--- src/rtl/fp_wb_collector.sv ---
// fp_wb_collector: round-robin collection of fp_intermediate_wb producers into a small FIFO
// that feeds the normalize/round stage.
package fp_wb_pkg;
    typedef struct packed {
        logic       done;
        logic [3:0] id;
        logic [4:0] rd;
        logic       expo_overflow;
        logic [4:0] fflags;
        logic [2:0] rm;
        logic       carry;
        logic       safe;
        logic       hidden;
        logic [2:0] grs;
        logic [5:0] clz;
        logic       right_shift;
        logic [5:0] right_shift_amt;
        logic       subnormal;
        logic       ignore_max_expo;
        logic       d2s;
    } fp_intermediate_wb_interface_wb_input;

    typedef struct packed {
        logic ack;
    } fp_intermediate_wb_interface_wb_output;
endpackage

module fp_wb_collector
    import fp_wb_pkg::*;
#(
    parameter int NUM_UNITS  = 3,
    parameter int FIFO_DEPTH = 2
) (
    input  logic                                  clk,
    input  logic                                  rst,
    input  fp_intermediate_wb_interface_wb_input  unit_wb_input  [NUM_UNITS],
    output fp_intermediate_wb_interface_wb_output unit_wb_output [NUM_UNITS],
    output logic                                  norm_valid,
    input  logic                                  norm_ready,
    output fp_intermediate_wb_interface_wb_input  norm_data
);
    localparam int PW = $clog2(NUM_UNITS);
    localparam int AW = $clog2(FIFO_DEPTH);
    localparam logic [AW:0]   FULL = (AW + 1)'(FIFO_DEPTH);
    localparam logic [PW-1:0] LAST = PW'(NUM_UNITS - 1);

    logic [PW-1:0] ptr;
    logic [PW-1:0] grant_idx;
    logic          grant_valid;
    logic          accept;
    logic          pop;
    logic [AW-1:0] head;
    logic [AW-1:0] tail;
    logic [AW:0]   count;
    fp_intermediate_wb_interface_wb_input mem [FIFO_DEPTH];

    function automatic logic [PW-1:0] rot(input logic [PW-1:0] p, input int k);
        int s;
        s = int'(p) + k;
        return PW'(s >= NUM_UNITS ? s - NUM_UNITS : s);
    endfunction

    // Scan from the farthest slot down so the requester nearest the pointer wins.
    always_comb begin
        grant_valid = 1'b0;
        grant_idx   = ptr;
        for (int k = NUM_UNITS - 1; k >= 0; k--) begin
            if (unit_wb_input[rot(ptr, k)].done) begin
                grant_valid = 1'b1;
                grant_idx   = rot(ptr, k);
            end
        end
    end

    // A full buffer blocks accept even if the head pops this cycle.
    assign accept     = grant_valid && (count < FULL) && !rst;
    assign norm_valid = (count != '0) && !rst;
    assign pop        = norm_valid && norm_ready;

    always_comb begin
        norm_data      = mem[head];
        norm_data.done = 1'b1;
    end

    for (genvar i = 0; i < NUM_UNITS; i++) begin : g_ack
        assign unit_wb_output[i].ack = accept && (grant_idx == PW'(i));
    end

    always_ff @(posedge clk) begin
        if (rst) begin
            count <= '0;
            head  <= '0;
            tail  <= '0;
            ptr   <= '0;
        end else begin
            if (accept) begin
                tail <= tail + 1'b1;
                ptr  <= (grant_idx == LAST) ? '0 : grant_idx + 1'b1;
            end
            if (pop) head <= head + 1'b1;
            count <= count + {{AW{1'b0}}, accept} - {{AW{1'b0}}, pop};
        end
    end

    always_ff @(posedge clk) begin
        if (accept) mem[tail] <= unit_wb_input[grant_idx];
    end
endmodule

--- config.mk ---
export PLATFORM = sky130hd
export DESIGN_NAME = fp_wb_collector
export DESIGN_NICKNAME = d
export VERILOG_FILES = /design/src/rtl/fp_wb_collector.sv
export SDC_FILE = /design/constraint.sdc
export NUM_CORES = 1
export LEC_CHECK = 0
export CAP_MARGIN = 20
export CORE_MARGIN = 1
export CORE_UTILIZATION = 33
export CTS_CLUSTER_DIAMETER = 100
export DETAILED_ROUTE_END_ITERATION = 10
export GPL_TIMING_DRIVEN = 0
export HOLD_SLACK_MARGIN = 0.08
export PLACE_DENSITY = 0.73
export SETUP_SLACK_MARGIN = 0.05
export SLEW_MARGIN = 5
export SYNTH_ARGS = -nofsm -noshare
export SYNTH_HDL_FRONTEND = slang
export SYNTH_SLANG_ARGS = --single-unit
--- constraint.sdc ---
create_clock -name clk -period 4.9 [get_ports clk]
set_input_delay 0.735 -clock clk [delete_from_list [all_inputs] [get_ports clk]]
set_output_delay 0.735 -clock clk [all_outputs]
set_load 0.005 [all_outputs]
## Yosys cells after proc, flatten, opt, wreduce, memory -nomap -nowiden

Memory sizes are Yosys's and may differ from the RTL's. A register that Yosys moved wholly into a read port is not among the register bits.
Index checks and enable logic that the tools add are counted.

| word-level totals | value |
|---|---|
| word-level logic and storage cells | 65 |
| flip-flop bits (word level) | 6 |
| memories | 1 |
| output and inout port bits | 45 |
| input bits | 126 |
| bits in writable memories | 82 |

| cells by class | value |
|---|---|
| add/sub/neg operators | 10 |
| mux-type cells | 26 |
| $lt $le $gt $ge | 8 |
| reduce and logical (&&, ||, !) cells | 10 |
| bitwise logic cells | 4 |
| eq/ne operators | 2 |

Memories:

| name | words | bits a word | read ports | clocked after Yosys merged registers in | wr ports | line | text |
|---|---|---|---|---|---|---|---|
| mem | 2 | 41 | 1 | 1 | 1 | 55 | `fp_intermediate_wb_interface_wb_input mem [FIFO_DEPTH];` |

Operator list:

| cell | number |
|---|---|
| 41-bit binary-select mux with 2-bit select | 4 |
| 41-bit two-way mux | 8 |
| 2-bit two-way mux | 7 |
| 3-bit >= comparator, second input constant | 4 |
| 2-bit inverter with 3-bit output | 4 |
| 1-bit logical AND | 7 |
| 1-bit two-way mux | 7 |
| 3-bit by 2-bit >= comparator with 1-bit output, second input constant | 2 |
| 2-bit subtractor, second input constant | 3 |
| 2-bit by 1-bit adder with 3-bit output, second input constant | 1 |
| 2-bit by 2-bit adder with 3-bit output, second input constant | 1 |
| 1-bit adder, second input constant | 2 |
| 2-bit by 1-bit adder with 2-bit output | 1 |
| 2-bit by 1-bit adder with 2-bit output, second input constant | 1 |
| 2-bit by 1-bit equality test with 1-bit output, second input constant | 1 |
| 2-bit equality test, second input constant | 1 |
| 2-bit >= comparator, second input constant | 1 |
| 2-bit zero test | 1 |
| 2-bit less-than comparator, second input constant | 1 |
| 2-bit nonzero test | 1 |
| 2-bit by 1-bit subtractor with 2-bit output | 1 |
| 1-bit zero test | 1 |

## Longest topological paths before layout

Gate-level depths: netlist of the first run.

| depth | value |
|---|---|
| word-level depth | 14 |
| mapped depth | 11 |
| mapped depth without buffers | 8 |

## Least setup slack after synthesis of the first run

Ideal clock, no wire load.

| path | value |
|---|---|
| path type | register -> register |
| from | register ptr[0] |
| to | memory mem[0][0] (netlist name) (enable) |
| library setup time | 437 ps |
| period minus slack after synthesis | 3584 ps |
| slack | 1316 ps |
| arrival | 3147 ps |
| data required time | 4463 ps |
| buffers on the path | 1 |
| stages on the path, launching flop included | 9 |
| path through | dfxtp_1 -> inv_1 -> ha_1 -> buf_6 -> nand2b_1 -> nor2_1 -> o41a_4 -> nand2b_4 -> nor2_1 |

| on the way | value |
|---|---|
| word-level cells in the longest chain between the ends | 14 |
| elaborated cells between the ends (all ways) | 30 |
| those cells by class | add/sub: 5; order compare: 3; mux: 17; bitwise: 3; reduce/logical: 2 |

RTL lines:

| element | line | text |
|---|---|---|
| start: declaration | 47 | `logic [PW-1:0] ptr;` |
| start signal: assignment | 98 | `ptr <= (grant_idx == LAST) ? '0 : grant_idx + 1'b1;` |
| 2-bit by 2-bit adder with 3-bit output | 59 | `s = int'(p) + k;` |
| 3-bit by 2-bit >= comparator with 1-bit output / 2-bit subtractor (equally long branches) | 60 | `return PW'(s >= NUM_UNITS ? s - NUM_UNITS : s);` |
| 2-bit two-way mux | 60 |  |
| 2-bit inverter with 3-bit output (implied by the code) | 68 | `if (unit_wb_input[rot(ptr, k)].done) begin` |
| 41-bit binary-select mux with 2-bit select | 68 |  |
| 41-bit two-way mux (implied by the code) (2 in a row) | 68 |  |
| 1-bit two-way mux (2 in a row) | 68 |  |
| 1-bit two-way mux * | 68 |  |
| 1-bit logical AND * (2 in a row) | 76 | `assign accept = grant_valid && (count < FULL) && !rst;` |
| 1-bit two-way mux * | 106 | `if (accept) mem[tail] <= unit_wb_input[grant_idx];` |
| 1-bit two-way mux (implied by the code) * | 106 |  |
| end: declaration | 55 |  |

Mark *: on every way between the ends. The rest lies on a longest branch, timed or not. The select of a mux whose other input is x is not followed.

==> out/qor.csv, run 1 <==
stage;metric;value;unit
drt;starting DRC count in detailed routing;163;
floorplanning;height of the die;116;um
cells_and_area;fill count;1117;
yosys;cells after synthesis;293;
cts;clock transition at the registers of the reported paths;60;ps
timing;Period minus WS final;3780;ps
global_route;GR Layer Usage met2;0.292;
timing;Final period util;0.771;
global_route;met3 Usage GRT;0.0254;
global_route;first-pass GRT wire length;16100;um
global_route;initial antenna violation count;0;
timing;unrepaired setup endpoints after global routing;false;
setup_path;crit path DAT;3050;ps
cells_and_area;Final Cell Area;6600;sq um
yosys;ys async rst share;0;
place;GP Congestion;0.786;
setup_path;Crit Path Class;in2out;
cts;# hold bufs at CTS;0;
yosys;post-synth top area cell;edfxtp_1;
cts;cts bufs inserted;9;
status;status;complete, no violations;
yosys;synthesized area per cell;14.7;sq um
global_route;pin count of the biggest net entering global routing;22;
yosys;top cells by count, synth;edfxtp_1 (80), mux2i_1 (42), mux2_2 (40), o2bb2ai_1 (40), nor2_1 (12);
cells_and_area;layout cell share with drive strength beyond 1;0.157;
yosys;top_reg_cell synth;edfxtp_1;
power;VDD IR max;0.339;mV
global_route;grt peak-use layer;met2;
cts;Clock Tree Root;clkbuf_16;
yosys;yosys warns;0;
drt;Residual DRC;0;
hold_path;Hold Path Depth;2;
setup_path;Crit path required time;4160;ps
cts;Post-CTS Setup Bufs;0;
yosys;Cell variety after synth;39;
global_route;vias in the first global route;3139;
yosys;Synth top area share;0.556;
setup_path;Crit path largest cell delay;570;ps
cells_and_area;area grow syn2layout;52.8;%
floorplanning;die width;116;um
timing;skew final;5.23;ps
setup_path;CP cell instances;clkdlybuf4s50_1 -> nand2b_1 -> nor2_1 -> nor2_1 -> a311oi_1 -> buf_4 -> buf_6 -> and3b_1 -> clkdlybuf4s50_1;
timing;final setup fails;0;
setup_path;Crit-path slowest cell;clkdlybuf4s50_1;
yosys;Post-Syn Area;4320;sq um
place;HPWL after detailed placement;7810;um
yosys;top cells by area, synth;edfxtp_1 (56%), mux2_2 (10%), mux2i_1 (9.7%), o2bb2ai_1 (8.1%), dfxtp_1 (3.2%);
drt;Pre-antenna DRT Iters;4;
drt;total routed wirelength;10600;um
drt;Routed Antenna Nets;0;
setup_path;CP startpoint kind;primary input;
cells_and_area;Nets;605;
yosys;Yosys reg bits;87;
yosys;EDFF count, synth;80;
flow_run;Max Cap Viol;0;
timing;Final Slew Violations;0;
drt;DR vias/cell;4.74;
setup_path;Crit. End Element;output pin;
global_route;total track usage;0.160;
floorplanning;I/O Pins;171;
cts;Worst-Skew Late Latency;330;ps
setup_path;Reg2Reg Depth;9;
timing;Slew HR;0.504;
cts;CTS sink count;87;
power;Leak;2.25;nW
yosys;net count of the mapped netlist;424;
yosys;sequential-to-total area share from yosys stat;0.589;
cts;CTS tree;done;
yosys;top-count cell post-synth;edfxtp_1;
timing;worst slew pin tran;743;ps
hold_path;worst hold path class;reg2reg;
floorplanning;initial cell density of the core;0.341;
cts;H-tree Lvls;3;
power;Pwr Density;652;nW/um^2
setup_path;critical path peak fanout;10;
timing;final hold vios;0;
cells_and_area;# diodes;0;
cts;maximum buffer depth of the clock tree;2;
drt;drt wl/cell;16.3;um
cells_and_area;final design utilization;0.521;
cts;CTS resizes;0;
drt;total number of vias;3084;
floorplanning;Rows;41;
place;DP Area;6290;sq um
timing;highest clock rate;265;MHz
global_route;grt met1 use;0.194;
global_route;GRT overflow;0;
floorplanning;Die ar.;13600;sq um
floorplanning;core area;12700;sq um
place;port bufs;168;
[logic make-up (layout without fill, tap and decap cells)]
logic type	after synthesis	count (layout)	share of synthesized area
muxes	83	83	0.205
xor gates and xnor gates	4	4	0.00811
other	1	1	0.000868
DFF	87	87	0.589
adders and majority gates	5	5	0.0145
AOI/OAI and AO/OA	54	54	0.107
buffers and inverters	27	213	0.0351
and+or+nand+nor	32	32	0.0403
[cells in the final DEF (no fill, tap or decap), types with 4 or more instances in the layout]
cell type and instances:
buf_2 4, buf_6 5, clkbuf_1 7, clkbuf_16 9, clkdlybuf4s50_1 168, dfxtp_1 7, edfxtp_1 80, ha_1 5
inv_1 7, mux2_2 40, mux2i_1 42, nand2_1 4, nor2_1 10, o2bb2ai_1 40
[final timing paths]
check	start	endpoint	slack (ps)
max	unit_wb_input[122]	unit_wb_output[0]	1120
min	head$_SDFFE_PP0P_	flop	530
max reg2reg	ptr[0]$_SDFFE_PP0P_	mem[0][39]$_DFFE_PP_	2160
min reg2reg	head$_SDFFE_PP0P_	flop	530
[registers in the layout, indices dropped and copies added, names as in the netlist, named ones only]
register and flops:
count 2, head 1, mem 80, ptr 2
tail 1
[routing by layer]
layer,up-vias,wire [um]
li1,1502,-
met1,1477,4430
met2,96,5520
met3,9,535
met4,0,109
met5,-,0
[worst max-delay path, delay by kind of cell]
family                 cells  cell delay [ps]
AO/OA/AOI/OAI              1              240
buffers and inverters      4             1530
AND/OR/NAND/NOR            4              540
[power breakdown]
part	internal, W	total [W]	switching (W)
clock network	0.000445	0.000714	0.000269
registers	0.00133	0.00140	0.0000679
logic	0.00111	0.00219	0.00109
total	0.00288	0.00430	0.00142
[per-stage QoR]
step                power [W]  setup TNS [ps]  setup slack (ps)  hold slack (ps)  cells
global route          0.00460               0               944              585    651
floorplan             0.00270               0              1320              481    293
CTS                   0.00437               0              1120              524    651
finish                0.00430               0              1120              526    651
detailed placement    0.00365               0              1130              505    635
global placement      0.00354          -23410              -295              501    633
[layout make-up]
class,instances,area (sq um),share of cell area
sequential,87,2540,0.385
timing repair buffer,170,1740,0.263
multi-input combinational,179,1640,0.249
clock buffer,10,229,0.0347
tap,172,215,0.0326
buffer,20,125,0.0190
clock inverter,6,85.1,0.0129
inverter,7,26.3,0.00398
Note: power is estimated with default switching activity, not from simulation.
==> run 2: changes to the inputs <==
--- a/config.mk
+++ b/config.mk
@@ -12,7 +12,7 @@
 export DETAILED_ROUTE_END_ITERATION = 10
 export GPL_TIMING_DRIVEN = 0
 export HOLD_SLACK_MARGIN = 0.08
-export PLACE_DENSITY = 0.73
+export PLACE_DENSITY = 0.75
 export SETUP_SLACK_MARGIN = 0.05
 export SLEW_MARGIN = 5
 export SYNTH_ARGS = -nofsm -noshare
==> constraint.sdc (replaced) <==
create_clock -name clk -period 3.2 [get_ports clk]
set_input_delay 0.48 -clock clk [delete_from_list [all_inputs] [get_ports clk]]
set_output_delay 0.48 -clock clk [all_outputs]
set_load 0.005 [all_outputs]
==> out/qor.csv, run 2 (synthesized netlist as in run 1, its figures left out) <==
stage;metric;value;unit;change
setup_path;Crit. End Element;output pin;;
floorplanning;Die ar.;13600;sq um;unchanged
place;GP Congestion;0.824;;+4.8%
timing;worst slew pin tran;702;ps;-41.4 ps
status;status;complete, no violations;;
drt;Pre-antenna DRT Iters;4;;unchanged
cts;Worst-Skew Late Latency;330;ps;about the same
timing;skew final;7.57;ps;+2.34 ps
cells_and_area;final design utilization;0.531;;+0.00968
drt;total number of vias;3146;;+2.0%
cts;CTS sink count;87;;unchanged
setup_path;CP startpoint kind;flop;;
timing;final setup fails;0;;unchanged
global_route;initial antenna violation count;0;;unchanged
drt;starting DRC count in detailed routing;84;;-48%
timing;Period minus WS final;3090;ps;
timing;Hold WS;512;ps;-13.7 ps
timing;Final period util;0.967;;
global_route;vias in the first global route;3222;;+2.6%
global_route;total track usage;0.159;;-0.000871
timing;highest clock rate;323;MHz;
drt;DR vias/cell;4.77;;+0.77%
cells_and_area;# diodes;0;;unchanged
drt;Residual DRC;0;;unchanged
power;VDD IR max;0.569;mV;+68%
timing;Final Slew Violations;0;;unchanged
setup_path;crit path DAT;2610;ps;-440 ps
setup_path;critical path peak fanout;5;;-5
cells_and_area;commonest non-fill, non-tap cell in the layout;clkdlybuf4s50_1;;
floorplanning;core area;12700;sq um;unchanged
power;Pwr Density;1020;nW/um^2;+56%
place;port bufs;168;;unchanged
cells_and_area;Nets;613;;+1.3%
cts;# hold bufs at CTS;0;;unchanged
cells_and_area;Reg area;2540;sq um;about the same
setup_path;CP cell instances;ha_4 -> buf_6 -> mux2_4 -> a32o_1 -> o41a_4 -> buf_4 -> and3b_1 -> dlygate4sd2_1;;
setup_path;Crit path largest cell delay;440;ps;-130 ps
floorplanning;initial cell density of the core;0.341;;unchanged
drt;drt wl/cell;16.5;um;+1.5%
setup_path;Crit path required time;2720;ps;-1440 ps
global_route;first-pass GRT wire length;16000;um;-0.43%
cts;cts bufs inserted;9;;unchanged
global_route;GRT overflow;0;;unchanged
timing;Slew HR;0.532;;+0.0276
drt;total routed wirelength;10900;um;+2.8%
cells_and_area;number of flip-flops in the largest register;80;;unchanged
floorplanning;I/O Pins;171;;unchanged
cts;maximum buffer depth of the clock tree;2;;unchanged
place;HPWL after detailed placement;8070;um;+3.3%
cts;H-tree Lvls;3;;unchanged
cells_and_area;fill count;1101;;-1.4%
floorplanning;die width;116;um;unchanged
hold_path;worst hold path class;in2reg;;
global_route;pin count of the biggest net entering global routing;28;;+27%
drt;Routed Antenna Nets;0;;unchanged
timing;unrepaired setup endpoints after global routing;false;;
cells_and_area;layout cell share with drive strength beyond 1;0.189;;+0.0323
cells_and_area;most frequent cells in the layout;clkdlybuf4s50_1 (165), edfxtp_1 (80), mux2i_1 (42);;
floorplanning;Rows;41;;unchanged
cts;clock transition at the registers of the reported paths;70;ps;about the same
cells_and_area;most flop-heavy register;mem;;
timing;final hold vios;0;;unchanged
cts;Clock Tree Root;clkbuf_16;;
flow_run;Max Cap Viol;0;;unchanged
power;Leak;2.32;nW;+2.8%
cells_and_area;area used by multi-input combinational logic;1700;sq um;+3.4%
setup_path;Crit-path slowest cell;dfxtp_1;;
cells_and_area;biggest regs;mem: 80 flops, count: 2 flops, ptr: 2 flops;;
floorplanning;height of the die;116;um;unchanged
cts;CTS tree;done;;
cells_and_area;area grow syn2layout;55.6;%;
setup_path;Crit Path Class;reg2out;;
run 2: changes by cell type in the layout (fill, tap and decap cells not counted), sizes merged:
| cell | delta |
|---|---|
| clkdlybuf4s50 | -3 |
| clkdlybuf4s15 | +1 |
| buf | +8 |
| clkinvlp | -1 |
| dlygate4sd2 | +2 |
| clkbuf | -1 |
| inv | +4 |
| clkinv | -2 |
run 2: final timing paths:
kind                       start             endpoint  slack (ps)  cells after the start
max reg2reg  ptr[1]$_SDFFE_PP0P_  mem[0][5]$_DFFE_PP_         400                     10
max          ptr[1]$_SDFFE_PP0P_    unit_wb_output[0]         110                      8
min reg2reg    head$_SDFFE_PP0P_    head$_SDFFE_PP0P_         520                      2
min                          rst    head$_SDFFE_PP0P_         510                      2
run 2: final cells by class:
type                            instances  area share
Sequential cell                        87       0.378
Timing Repair Buffer                  178       0.265
Multi-Input combinational cell        179       0.252
Clock buffer                            9      0.0335
Tap cell                              172      0.0320
Buffer                                 20      0.0199
Clock inverter                          7      0.0151
Inverter                                7     0.00391
run 2: where the power goes:
group | internal [W] | switching, W | total (W)
Clock | 0.000696 | 0.000450 | 0.00115
Combinational | 0.00181 | 0.00173 | 0.00354
Sequential | 0.00203 | 0.000109 | 0.00214
Total | 0.00454 | 0.00229 | 0.00682
run 2: per-layer routing:
metal  global-route usage  part of all wire  vias to the layer above
li1                     -                 -                     1528
met1                0.181              0.40                     1498
met2                0.297              0.53                      108
met3               0.0280             0.053                       12
met4               0.0556             0.015                        0
met5                    0                 0                        -
run 2: critical path: cells and delay by family (launching register included):
family,cells,cell delay [ps]
flip-flops,1,440
AND/OR/NAND/NOR,1,160
AO/OA/AOI/OAI,2,610
buffers and inverters,3,530
multiplexers,1,290
adder cells (fa/ha/maj),1,240
run 2: what timing repair did:
item                       in CTS  in global routing
setup endpoints to repair       3                  2
resized for setup              14                  4
buffers inserted                7                  0
cloned                          0                  1
pin swaps                       2                  1
run 2: stage by stage:
| step | std cells | cell area (sq um) | power, W | setup TNS [ps] | setup slack (ps) |
|---|---|---|---|---|---|
| after floorplan | 293 | 4320 | 0.00413 | -30750 | -384 |
| after global placement | 633 | 6220 | 0.00541 | -137820 | -1720 |
| final | 659 | 6720 | 0.00682 | 0 | 107 |
| after global routing | 659 | 6720 | 0.00725 | 0 | 23.9 |
| after CTS | 658 | 6690 | 0.00686 | -13.8 | -13.8 |
| after detailed placement | 635 | 6270 | 0.00556 | -25.8 | -25.8 |
